## src/rtl/cfo_ctrl_pkg.sv

```systemverilog
// -----------------------------------------------------------------------------
// cfo_ctrl_pkg
// Shared definitions for the CFO-estimation sequencing controller:
//   - state_e     : controller FSM states
//   - ctrl_t      : bundle of per-state datapath control levels
//   - CFO_W_DEF   : default CFO word width
//   - wdog_width  : counter width able to hold (limit - 1), at least one bit
//   - ctrl_decode : control levels that belong to a given state
// -----------------------------------------------------------------------------
package cfo_ctrl_pkg;

    localparam int CFO_W_DEF = 12;

    typedef enum logic [2:0] {
        IDLE  = 3'd0,
        CLR   = 3'd1,
        ACC   = 3'd2,
        DRAIN = 3'd3,
        ATAN  = 3'd4,
        WAIT  = 3'd5
    } state_e;

    typedef struct packed {
        logic reg_rst;
        logic cnt_rst;
        logic cen;
        logic mode;
        logic t_valid;
        logic busy;
    } ctrl_t;

    // Width of a counter that must reach limit-1 (clog2 of limit, never zero).
    function automatic int wdog_width(input int limit);
        int w;
        w = $clog2(limit);
        if (w < 1) begin
            w = 1;
        end else begin
            w = w;
        end
        return w;
    endfunction

    // Control levels that are valid while the FSM sits in state st.
    function automatic ctrl_t ctrl_decode(input state_e st);
        ctrl_t c;
        c = '0;
        case (st)
            IDLE: begin
                c = '0;
            end
            CLR: begin
                c.reg_rst = 1'b1;
                c.cnt_rst = 1'b1;
                c.busy    = 1'b1;
            end
            ACC: begin
                c.cen  = 1'b1;
                c.mode = 1'b1;
                c.busy = 1'b1;
            end
            DRAIN: begin
                c.mode = 1'b1;
                c.busy = 1'b1;
            end
            ATAN: begin
                c.t_valid = 1'b1;
                c.busy    = 1'b1;
            end
            WAIT: begin
                c.busy = 1'b1;
            end
            default: begin
                c = '0;
            end
        endcase
        return c;
    endfunction

endpackage

```

## src/rtl/cfo_ctrl_ld_delay.sv

```systemverilog
// -----------------------------------------------------------------------------
// ld_delay
// DEPTH-stage shift register that turns the sample-counter enable into the
// accumulator load strobe, so each load lines up with its product leaving the
// multiplier pipeline.
//   clk  : system clock
//   rst  : synchronous active-high reset
//   clr  : synchronous flush of every stage (start of run / abort)
//   din  : cen from the controller
//   dout : reg_ld, din delayed by DEPTH cycles
// -----------------------------------------------------------------------------
module ld_delay #(
    parameter int DEPTH = 2
) (
    input  logic clk,
    input  logic rst,
    input  logic clr,
    input  logic din,
    output logic dout
);

    logic [DEPTH-1:0] sreg_r;

    // Shift the enable through the pipeline; reset and flush both empty it.
    always_ff @(posedge clk) begin
        if (rst || clr) begin
            sreg_r <= '0;
        end else begin
            sreg_r[0] <= din;
            for (int i = 1; i < DEPTH; i++) begin
                sreg_r[i] <= sreg_r[i-1];
            end
        end
    end

    assign dout = sreg_r[DEPTH-1];

endmodule

```

## src/rtl/cfo_ctrl.sv

```systemverilog
// -----------------------------------------------------------------------------
// cfo_ctrl
// Sequencer for the CFO-estimation datapath. A start request clears the
// accumulator and sample counter, streams Ng cyclic-prefix sample pairs
// through the multiply/accumulate path, drains the multiplier pipeline,
// issues one arctangent request and captures the returned CFO word.
//
// Ports
//   clk        : system clock, rising edge
//   rst        : synchronous active-high reset
//   start      : begin one estimation (only honoured in IDLE)
//   abort      : cancel the running estimation
//   cntf       : datapath sample counter holds Ng-1
//   out_valid  : datapath CFO result valid
//   cfo_in     : datapath CFO result
//   reg_rst    : accumulator clear
//   reg_ld     : accumulator load (cen delayed by PIPE)
//   cnt_rst    : sample counter clear
//   cen        : sample counter enable
//   mode       : sample memory read select, 1 while accumulating/draining
//   t_valid    : arctangent request, one cycle
//   busy       : high outside IDLE
//   done       : one-cycle pulse, cfo_out just updated
//   err        : one-cycle pulse, arctangent result timed out
//   cfo_out    : last captured CFO word
// -----------------------------------------------------------------------------
module cfo_ctrl
    import cfo_ctrl_pkg::*;
#(
    parameter int PIPE    = 2,
    parameter int TIMEOUT = 64,
    parameter int CFO_W   = CFO_W_DEF
) (
    input  logic             clk,
    input  logic             rst,
    input  logic             start,
    input  logic             abort,
    input  logic             cntf,
    input  logic             out_valid,
    input  logic [CFO_W-1:0] cfo_in,
    output logic             reg_rst,
    output logic             reg_ld,
    output logic             cnt_rst,
    output logic             cen,
    output logic             mode,
    output logic             t_valid,
    output logic             busy,
    output logic             done,
    output logic             err,
    output logic [CFO_W-1:0] cfo_out
);

    localparam int WDOG_W  = wdog_width(TIMEOUT);
    localparam int DRAIN_W = wdog_width(PIPE);

    localparam logic [WDOG_W-1:0]  WDOG_LAST  = WDOG_W'(TIMEOUT - 1);
    localparam logic [DRAIN_W-1:0] DRAIN_LAST = DRAIN_W'(PIPE - 1);

    state_e             state_r;
    ctrl_t              ctrl_r;
    logic               done_r;
    logic               err_r;
    logic [CFO_W-1:0]   cfo_r;
    logic [DRAIN_W-1:0] drain_cnt_r;
    logic [WDOG_W-1:0]  wdog_r;

    logic               abort_hit_s;
    logic               ld_clr_s;

    // Abort only counts once an estimation is underway.
    assign abort_hit_s = abort && (state_r != IDLE);

    // The load pipeline is flushed when a run starts and when it is cancelled.
    assign ld_clr_s = (state_r == CLR) || abort_hit_s;

    // Sequencing FSM; control levels are loaded together with the next state
    // so every output comes straight from a flop without adding latency.
    always_ff @(posedge clk) begin
        if (rst) begin
            state_r     <= IDLE;
            ctrl_r      <= '0;
            done_r      <= 1'b0;
            err_r       <= 1'b0;
            cfo_r       <= '0;
            drain_cnt_r <= '0;
            wdog_r      <= '0;
        end else begin
            done_r <= 1'b0;
            err_r  <= 1'b0;
            if (abort_hit_s) begin
                // Abort beats every other event; result and flags untouched.
                state_r <= IDLE;
                ctrl_r  <= ctrl_decode(IDLE);
            end else begin
                case (state_r)
                    IDLE: begin
                        if (start) begin
                            state_r <= CLR;
                            ctrl_r  <= ctrl_decode(CLR);
                        end else begin
                            state_r <= IDLE;
                        end
                    end
                    CLR: begin
                        state_r <= ACC;
                        ctrl_r  <= ctrl_decode(ACC);
                    end
                    ACC: begin
                        // cntf marks the Ng-th enabled cycle.
                        if (cntf) begin
                            state_r     <= DRAIN;
                            ctrl_r      <= ctrl_decode(DRAIN);
                            drain_cnt_r <= '0;
                        end else begin
                            state_r <= ACC;
                        end
                    end
                    DRAIN: begin
                        // Hold PIPE cycles so the last product reaches the adder.
                        if (drain_cnt_r == DRAIN_LAST) begin
                            state_r <= ATAN;
                            ctrl_r  <= ctrl_decode(ATAN);
                        end else begin
                            drain_cnt_r <= drain_cnt_r + DRAIN_W'(1);
                        end
                    end
                    ATAN: begin
                        state_r <= WAIT;
                        ctrl_r  <= ctrl_decode(WAIT);
                        wdog_r  <= '0;
                    end
                    WAIT: begin
                        // A result on the last allowed cycle still counts.
                        if (out_valid) begin
                            cfo_r   <= cfo_in;
                            done_r  <= 1'b1;
                            state_r <= IDLE;
                            ctrl_r  <= ctrl_decode(IDLE);
                        end else if (wdog_r == WDOG_LAST) begin
                            err_r   <= 1'b1;
                            state_r <= IDLE;
                            ctrl_r  <= ctrl_decode(IDLE);
                        end else begin
                            wdog_r <= wdog_r + WDOG_W'(1);
                        end
                    end
                    default: begin
                        state_r <= IDLE;
                        ctrl_r  <= ctrl_decode(IDLE);
                    end
                endcase
            end
        end
    end

    ld_delay #(
        .DEPTH (PIPE)
    ) u_ld_delay (
        .clk  (clk),
        .rst  (rst),
        .clr  (ld_clr_s),
        .din  (ctrl_r.cen),
        .dout (reg_ld)
    );

    assign reg_rst = ctrl_r.reg_rst;
    assign cnt_rst = ctrl_r.cnt_rst;
    assign cen     = ctrl_r.cen;
    assign mode    = ctrl_r.mode;
    assign t_valid = ctrl_r.t_valid;
    assign busy    = ctrl_r.busy;
    assign done    = done_r;
    assign err     = err_r;
    assign cfo_out = cfo_r;

endmodule

```

## config.mk

```make
export PLATFORM = sky130hd
export DESIGN_NAME = cfo_ctrl
export DESIGN_NICKNAME = d
export VERILOG_FILES = /design/src/rtl/cfo_ctrl_pkg.sv /design/src/rtl/cfo_ctrl_ld_delay.sv /design/src/rtl/cfo_ctrl.sv
export SDC_FILE = /design/constraint.sdc
export NUM_CORES = 1
export LEC_CHECK = 0
export CAP_MARGIN = 20
export CORE_ASPECT_RATIO = 1.75
export CORE_MARGIN = 10
export CORE_UTILIZATION = 47
export CTS_CLUSTER_DIAMETER = 80
export DETAILED_ROUTE_END_ITERATION = 7
export GPL_TIMING_DRIVEN = 0
export PLACE_DENSITY = 0.78
export SLEW_MARGIN = 20
export SYNTH_ARGS = -nofsm -noshare
export SYNTH_HDL_FRONTEND = slang
export SYNTH_HIERARCHICAL = 1
export SYNTH_SLANG_ARGS = --single-unit
```

## constraint.sdc

```tcl
create_clock -name clk -period 1.8 [get_ports clk]
set_input_delay 0.18 -clock clk [delete_from_list [all_inputs] [get_ports clk]]
set_output_delay 0.18 -clock clk [all_outputs]
set_load 0.02 [all_outputs]
```

# ---- Word level (Yosys, flattened, before mapping)
# Cells that the tools add are included.
dict set report totals {
  regBits 32
  wordCells 64
}
dict set report classes {
  n_addsub 2
  n_eq_ne 12
  n_mux 20
  n_bitwise 2
  n_reduce_logical 15
}
# cell count
set op_table {}
lappend op_table {{$mux 6} 7}
lappend op_table {{$pmux 6 s6} 1}
lappend op_table {{$pmux 3 s6} 1}
lappend op_table {{$pmux 6 s2} 1}
lappend op_table {{$ne 2x2->1 const B} 5}
lappend op_table {{$mux 3} 3}
lappend op_table {{$reduce_and 4->1} 2}
lappend op_table {{$add 6x1->6 const B} 1}
lappend op_table {{$eq 3x2->1 const B} 2}
lappend op_table {{$eq 3x3->1 const B} 2}
lappend op_table {{$eq 6x6->1 const B} 1}
lappend op_table {{$mux 1} 6}
lappend op_table {{$reduce_and 3->1} 2}
lappend op_table {{$reduce_bool 2->1} 2}
lappend op_table {{$reduce_or 4->1} 1}
lappend op_table {{$eq 3x1->1 const B} 1}
lappend op_table {{$logic_not 3->1} 1}
lappend op_table {{$ne 3x3->1 const B} 1}
lappend op_table {{$reduce_bool 3->1} 1}
lappend op_table {{$reduce_or 3->1} 1}
lappend op_table {{$logic_or 1x1->1} 2}
lappend op_table {{$not 1->1} 2}
lappend op_table {{$pmux 1 s2} 1}
lappend op_table {{$reduce_and 2->1} 1}
lappend op_table {{3 further kinds} 3}

# ---- Longest topological paths before layout
# Gate-level depths: netlist of the first run.
dict set report depth {
  depth_word 4
  mapped_depth 6
  depth_no_buf 5
}

# ---- Modules after synthesis
# The synthesis of the first run kept the hierarchy.
# mod n_inst cells_per_inst area_each_um2 seq_area_each_um2
set by_module_without_submodules {}
lappend by_module_without_submodules {cfo_ctrl 1 164 1363.8 580.6}
lappend by_module_without_submodules {ld_delay 1 4 55.1 40.0}

# ---- Worst setup path before layout of the first run
# Ideal clock, no wire load.
dict set report synth_path {
  kind {register to register}
  from {reg wdog_r[0]}
  to {reg state_r[0]}
  t_arrival_ps 1431
  t_required_ps 1720
  slack_ps 289
  stages_incl_launch_ff 6
  path_cell_list {dfxtp_1 -> ha_1 -> and4_1 -> a211oi_2 -> or2_1 -> nor3b_1}
}
dict set report synth_between {
  elab_chain_cells 3
}
# item line
set synth_lines {}
lappend synth_lines {{start, declared} cfo_ctrl.sv:65} ;# logic [WDOG_W-1:0] wdog_r;
lappend synth_lines {{start signal, assigned} cfo_ctrl.sv:144} ;# wdog_r <= wdog_r + WDOG_W'(1);
lappend synth_lines {{$eq 6x6->1} cfo_ctrl.sv:139} ;# end else if (wdog_r == WDOG_LAST) begin
lappend synth_lines {{$ne 3x3->1 (no line)} -}
lappend synth_lines {{$reduce_and 2->1 (no line)} -}
lappend synth_lines {{end signal, assigned} cfo_ctrl.sv:137} ;# state_r <= IDLE;
lappend synth_lines {{end signal, assigned} cfo_ctrl.sv:141} ;# state_r <= IDLE;
lappend synth_lines {{end signal, assigned} cfo_ctrl.sv:148} ;# state_r <= IDLE;
lappend synth_lines {{end, declared} cfo_ctrl.sv:59} ;# state_e state_r;
# No other way between the ends.
# A chain may end at the register's enable or synchronous reset.

# ---- Final worst setup path of the first run
dict set report layout_path {
  from {reg wdog_r[0]}
  to {reg wdog_r[5]}
}
dict set report layout_between {
  elab_chain_cells 4
}
# item line
set layout_lines {}
lappend layout_lines {{$add 6x1->6} cfo_ctrl.sv:144}
lappend layout_lines {{$mux 6} cfo_ctrl.sv:139}
lappend layout_lines {{$mux 6} cfo_ctrl.sv:134} ;# if (out_valid) begin
lappend layout_lines {{$pmux 6 s2} cfo_ctrl.sv:95} ;# case (state_r)
# Parallel ways exist; a longest one is shown, timed or not. The select of a mux whose other input is x is not followed.

==> results.json, run 1 <==
{
  "arrival_ns": 1.88,
  "synth_top_flop_cell": "dfxtp_1",
  "portBuffers": 36,
  "worstPathCellList": "ha_1 > and4_1 > and3_1 > nor2_1 > a221oi_2",
  "synth_edf_count": 0,
  "cts_buffers": 5,
  "synthSimpleGateAreaFrac": 0.2734,
  "htree_levels": 2,
  "grt_pass1_wl_um": 5899,
  "synth_nets": 187,
  "fmax_ghz": 0.5965,
  "cp_slowest_cell": "dfxtp_1",
  "coreArea_mm2": 0.002928,
  "finalNetCount": 231,
  "outcome": "finished clean",
  "yosysMostFrequentCell": "dfxtp_1",
  "hpwl_um": 2975,
  "synth_top_family_by_area": "simple AND/OR/NAND/NOR gates",
  "power_w": 0.001697,
  "yosysTopAreaCell": "dfxtp_1",
  "cap_viol_max_count": 0,
  "antenna_cells": 0,
  "wl_met2_um": 2046,
  "yosysWarnings": 6,
  "avgSynthCellArea_um2": 8.446,
  "num_vias": 1390,
  "synth_cell_types": 43,
  "endpoint_kind": "flop",
  "synthMuxAreaShare": 0.007937,
  "highest_layer": "met4",
  "synthArstFlopShare": 0,
  "startpoint_type": "flop",
  "wl_met3_um": 282,
  "start_util": 0.4846,
  "drc": 0,
  "track_usage": 0.1332,
  "cpPeakStageDelay_ns": 0.41,
  "setup_viol": 0,
  "reg2reg_slack_ns": 0.12,
  "cts_root_buf": "clkbuf_8",
  "path_max_fanout": 5,
  "clk_path_buf_depth": 2,
  "drt-vias-per-instance": 5.768,
  "synth_common_cells": "dfxtp_1 (31), a21oi_1 (22), nand3_1 (17)",
  "top_level_ports": 39,
  "post-route-util": 0.6650,
  "yosys_register_bits": 31,
  "wl_met1_um": 1333,
  "antenna_found_initial": 0,
  "synth_compound_area_frac": 0.2257,
  "routabilityCongestion": 0.8179,
  "die-width_um": 61.54,
  "postRouteAntennaNets": 0,
  "p_per_area_mw_per_mm2": 871.6,
  "synth_top_area_share": 0.4374,
  "drtIter0Drc": 29,
  "leakage_nw": 0.6736,
  "drt-pass1-iter-count": 5,
  "slew_headroom": 0.6861,
  "dieArea_mm2": 0.005703,
  "grt_setup_unrepaired": "no",
  "netlist_area_mm2": 0.001419,
  "areaGrowthSynthToFinish_pct": 37.21,
  "clkTransAtPathRegs_ns": 0.07,
  "min_period_ns": 1.676,
  "drt-total-wl_um": 3756,
  "slew_violations": 0,
  "ir_drop_uv": 678.6,
  "grt-ovfl-total": 0,
  "min_path_type": "input pin to flop",
  "drive_gt1_frac": 0.08920,
  "fp.dieH_um": 92.69,
  "ys_seq_area_frac": 0.4374,
  "cts_tree": "done",
  "cp_top_family": "simple AND/OR/NAND/NOR gates",
  "grt_max_degree": 11,
  "synth.area.top_cells": "dfxtp_1 (44%), a21oi_1 (7.8%), nand3_1 (6.0%), nand2_1 (4.2%), o211ai_1 (2.6%)",
  "path_buf_inv": 0,
  "post_synth_fa_ha_maj_area_fraction": 0.008818,
  "hold_viol_final": 0,
  "clock_latency_ns": 0.28,
  "path_class": "flop to flop",
  "whs_ns": 0.2539,
  "synthCells": 168,
  "finClkSkew_ns": 0.007476,
  "rows": 26,
  "wl_per_cell_um": 15.59,
  "required_ns": 2.00,
  "tightest_slew_ns": 0.4708,
  "grt_pass1_vias": 1320,
  "timing.final.crit_share": 0.9313,
  "synth_xor_area_frac": 0,
  "cts.sinks": 31
}
==> final timing paths <==
path | from | endpoint | cells after the start
hold / removal | out_valid | cfo_out[0] | 3
setup / recovery | wdog_r[0] | wdog_r[5] | 5
setup reg to reg | wdog_r[0] | wdog_r[5] | 5
hold reg to reg | cfo_out[2] | cfo_out[2] | 2
==> registers in the layout, summed over array words and instances, names as in the netlist <==
name	count
cfo_out	12
wdog_r	6
state_r	3
u_ld_delay/sreg_r	2
busy	1
cen	1
done	1
drain_cnt_r	1
err	1
mode	1
reg_rst	1
t_valid	1
==> cell usage in the layout (no fill, tap or decap), drive strengths merged, types with 2 or more instances in the layout <==
| cell type | instances |
|---|---|
| a211o | 2 |
| a211oi | 2 |
| a21oi | 22 |
| and3 | 3 |
| buf | 5 |
| clkbuf | 14 |
| clkdlybuf4s50 | 36 |
| dfxtp | 31 |
| inv | 4 |
| nand2 | 16 |
| nand2b | 5 |
| nand3 | 17 |
| nand3b | 3 |
| nor2 | 8 |
| nor3 | 2 |
| nor3b | 4 |
| o211ai | 5 |
| o21ai | 6 |
| o31ai | 4 |
| or2 | 2 |
| or3 | 4 |
==> power by group <==
group | switching [W] | total (W) | internal (W) | leakage [nW]
Combinational | 0.000132 | 0.000262 | 0.000130 | 0.362
Sequential | 0.0000242 | 0.000737 | 0.000713 | 0.251
Clock | 0.000251 | 0.000699 | 0.000447 | 0.0612
Total | 0.000407 | 0.00170 | 0.00129 | 0.674
==> layout make-up <==
cell class,count,area [um2]
Timing Repair Buffer,37,367.9
Buffer,12,51.30
Sequential cell,31,620.6
Fill cell,242,980.9
Clock buffer,6,82.58
Inverter,4,15.01
Multi-Input combinational cell,121,739.5
Tap cell,28,35.03
Clock inverter,2,35.03
==> tightest hold or removal path, delay by kind of cell <==
kind / cells / cell delay [ns]
buf+inv: 1 / 0.16
simple gates: 1 / 0.10
compound gates: 1 / 0.05
==> per-stage QoR <==
stage | area, um2 | std cells | TNS (ns) | worst slack (ns)
finish | 1947 | 241 | 0 | 0.1236
global route | 1947 | 241 | 0 | 0.0008018
CTS | 1932 | 240 | 0 | 0.02297
detailed placement | 1814 | 232 | -0.1596 | -0.02328
global placement | 1814 | 232 | -0.07466 | -0.02388
floorplan | 1419 | 168 | 0 | 0.2895
==> repair_timing <==
action                                  CTS  global route
setup buffers                             0             1
gates resized for setup                   0             1
endpoints found under the setup margin    0             6
hold buffers                              0             0
==> routing by layer <==
layer  global-route usage  vias up
met2               0.2373       45
met4              0.07678        0
li1                     -      692
met1               0.1190      642
met3              0.05062       11
met5                    0        -
==> cell families after synthesis <==
logic type | after synthesis
AOI/OAI and AO/OA | 48
adders and majority gates | 1
buffers and inverters | 16
DFF | 31
muxes | 1
and+or+nand+nor | 71
(Power assumes the default switching activity.)
==> run 2, diff against run 1 <==
--- a/constraint.sdc
+++ b/constraint.sdc
@@ -3,2 +3,2 @@
 set_output_delay 0.18 -clock clk [all_outputs]
-set_load 0.02 [all_outputs]
+set_load 0.1 [all_outputs]
==> results.json, run 2 (synthesized netlist as in run 1, its figures left out) <==
{
  "p_per_area_mw_per_mm2": 936.1,
  "cap_viol_max_count": 0,
  "portBuffers": 36,
  "post_dp_cell_area_mm2": 0.001814,
  "startpoint_type": "flop",
  "drtIter0Drc": 22,
  "clock_latency_ns": 0.28,
  "drt-pass1-iter-count": 5,
  "fp.dieH_um": 92.69,
  "cts_buffers": 5,
  "finalNonFillerCells": 241,
  "final_cell_mix": "dfxtp_1 (31), a21oi_1 (22), dlygate4sd2_1 (21), nand3_1 (17), nand2_1 (16)",
  "dieArea_mm2": 0.005703,
  "grt-ovfl-total": 0,
  "path_class": "flop to primary output",
  "rows": 26,
  "antenna_found_initial": 0,
  "slew_headroom": 0.3456,
  "min_period_ns": 1.755,
  "fmax_ghz": 0.5699,
  "cts.sinks": 31,
  "coreArea_mm2": 0.002928,
  "start_util": 0.4846,
  "dp_cells": 232,
  "cts_tree": "done",
  "setup_tns_ns": 0,
  "final_common_cell": "dfxtp_1",
  "endpoint_kind": "primary output",
  "drc": 0,
  "finClkSkew_ns": 0.007257,
  "leakage_nw": 0.7699,
  "tightest_slew_ns": 0.9856,
  "whs_path_depth": 3,
  "whs_ns": 0.2542,
  "drive_gt1_frac": 0.08920,
  "track_usage": 0.1326,
  "path_max_fanout": 3,
  "wl_per_cell_um": 15.51,
  "min_to": "cfo_out[0]",
  "r2r-end": "wdog_r[5]",
  "routabilityCongestion": 0.8179,
  "drt-total-wl_um": 3737,
  "outcome": "finished clean",
  "num_vias": 1384,
  "finalNetCount": 231,
  "reg2reg_slack_ns": 0.12,
  "antenna_cells": 0,
  "grt_pass1_vias": 1318,
  "grt_pass1_wl_um": 5878,
  "fillers": 257,
  "htree_levels": 2,
  "ir_drop_uv": 694.7,
  "hp-start": "out_valid",
  "drt-vias-per-instance": 5.743,
  "timing.final.crit_share": 0.9748,
  "arrival_ns": 1.57,
  "areaGrowthSynthToFinish_pct": 35.36,
  "grt_max_degree": 11,
  "required_ns": 1.62,
  "cts_root_buf": "clkbuf_8",
  "largest_reg_flops": 12,
  "min_path_type": "input pin to flop",
  "design_area_mm2": 0.001921,
  "top_level_ports": 39,
  "clk_path_buf_depth": 2,
  "die-width_um": 61.54,
  "rr_startpoint": "wdog_r[0]",
  "clkTransAtPathRegs_ns": 0.07,
  "slew_violations": 0,
  "r2r_cells": 5,
  "grt_setup_unrepaired": "no",
  "setup_viol": 0,
  "hold_viol_final": 0,
  "postRouteAntennaNets": 0,
  "hpwl_um": 2975
}
-- run 2: cell count changes in the layout (fill, tap and decap cells not counted), sizes merged --
cell / change
clkdlybuf4s50: -21
dlygate4sd2: +21
-- run 2: worst max-delay path by stage --
stage / slack, ns / from / cells after the start / endpoint
final: 0.05 / reg_rst / 2 / reg_rst
after global routing: 0.0008 / wdog_r[0] / 5 / state_r[0]
after CTS: 0.02 / wdog_r[0] / 5 / t_valid
after detailed placement: -0.02 / rst / 4 / drain_cnt_r
after global placement: -0.02 / rst / 4 / drain_cnt_r
after floorplan: 0.25 / reg_rst / 1 / reg_rst
-- run 2: power breakdown --
part	total (W)	internal (W)	switching, W
Combinational	0.000364	0.000116	0.000248
Clock	0.000697	0.000447	0.000250
Sequential	0.000736	0.000713	0.0000237
Total	0.00180	0.00128	0.000522
-- run 2: area by class of cell --
type	instances	area, um2	area share
Inverter	4	15.01	0.007818
Clock inverter	2	35.03	0.01824
Clock buffer	6	82.58	0.04300
Sequential cell	31	620.6	0.3231
Tap cell	28	35.03	0.01824
Timing Repair Buffer	37	341.6	0.1779
Multi-Input combinational cell	121	739.5	0.3850
Buffer	12	51.30	0.02671
-- run 2: metrics by stage --
step / setup slack, ns / util / power (W)
finish: 0.04533 / 0.6560 / 0.001798
global route: 0.0008018 / 0.6560 / 0.001878
CTS: 0.02297 / 0.6509 / 0.001818
detailed placement: -0.02328 / 0.6197 / 0.001133
global placement: -0.02388 / 0.6197 / 0.001126
floorplan: 0.2466 / - / 0.001022
-- run 2: layer usage --
metal	global-route usage	routed length, um	part of all wire
met4	0.07678	94	0.025
met5	0	0	0
met1	0.1182	1317	0.35
met2	0.2373	2034	0.54
met3	0.04925	290	0.078
-- run 2: timing repair --
action | in CTS | in global routing
cloned | 0 | 0
setup endpoints to repair | 21 | 6
gates resized for setup | 21 | 1
hold buffers | 0 | 0
setup buffers | 0 | 1
pin swaps | 0 | 1
-- run 2: critical path, stage by stage (launching register included) --
cell and delay, ns:
dfxtp_1 0.34, buf_4 0.11, dlygate4sd2_1 0.85
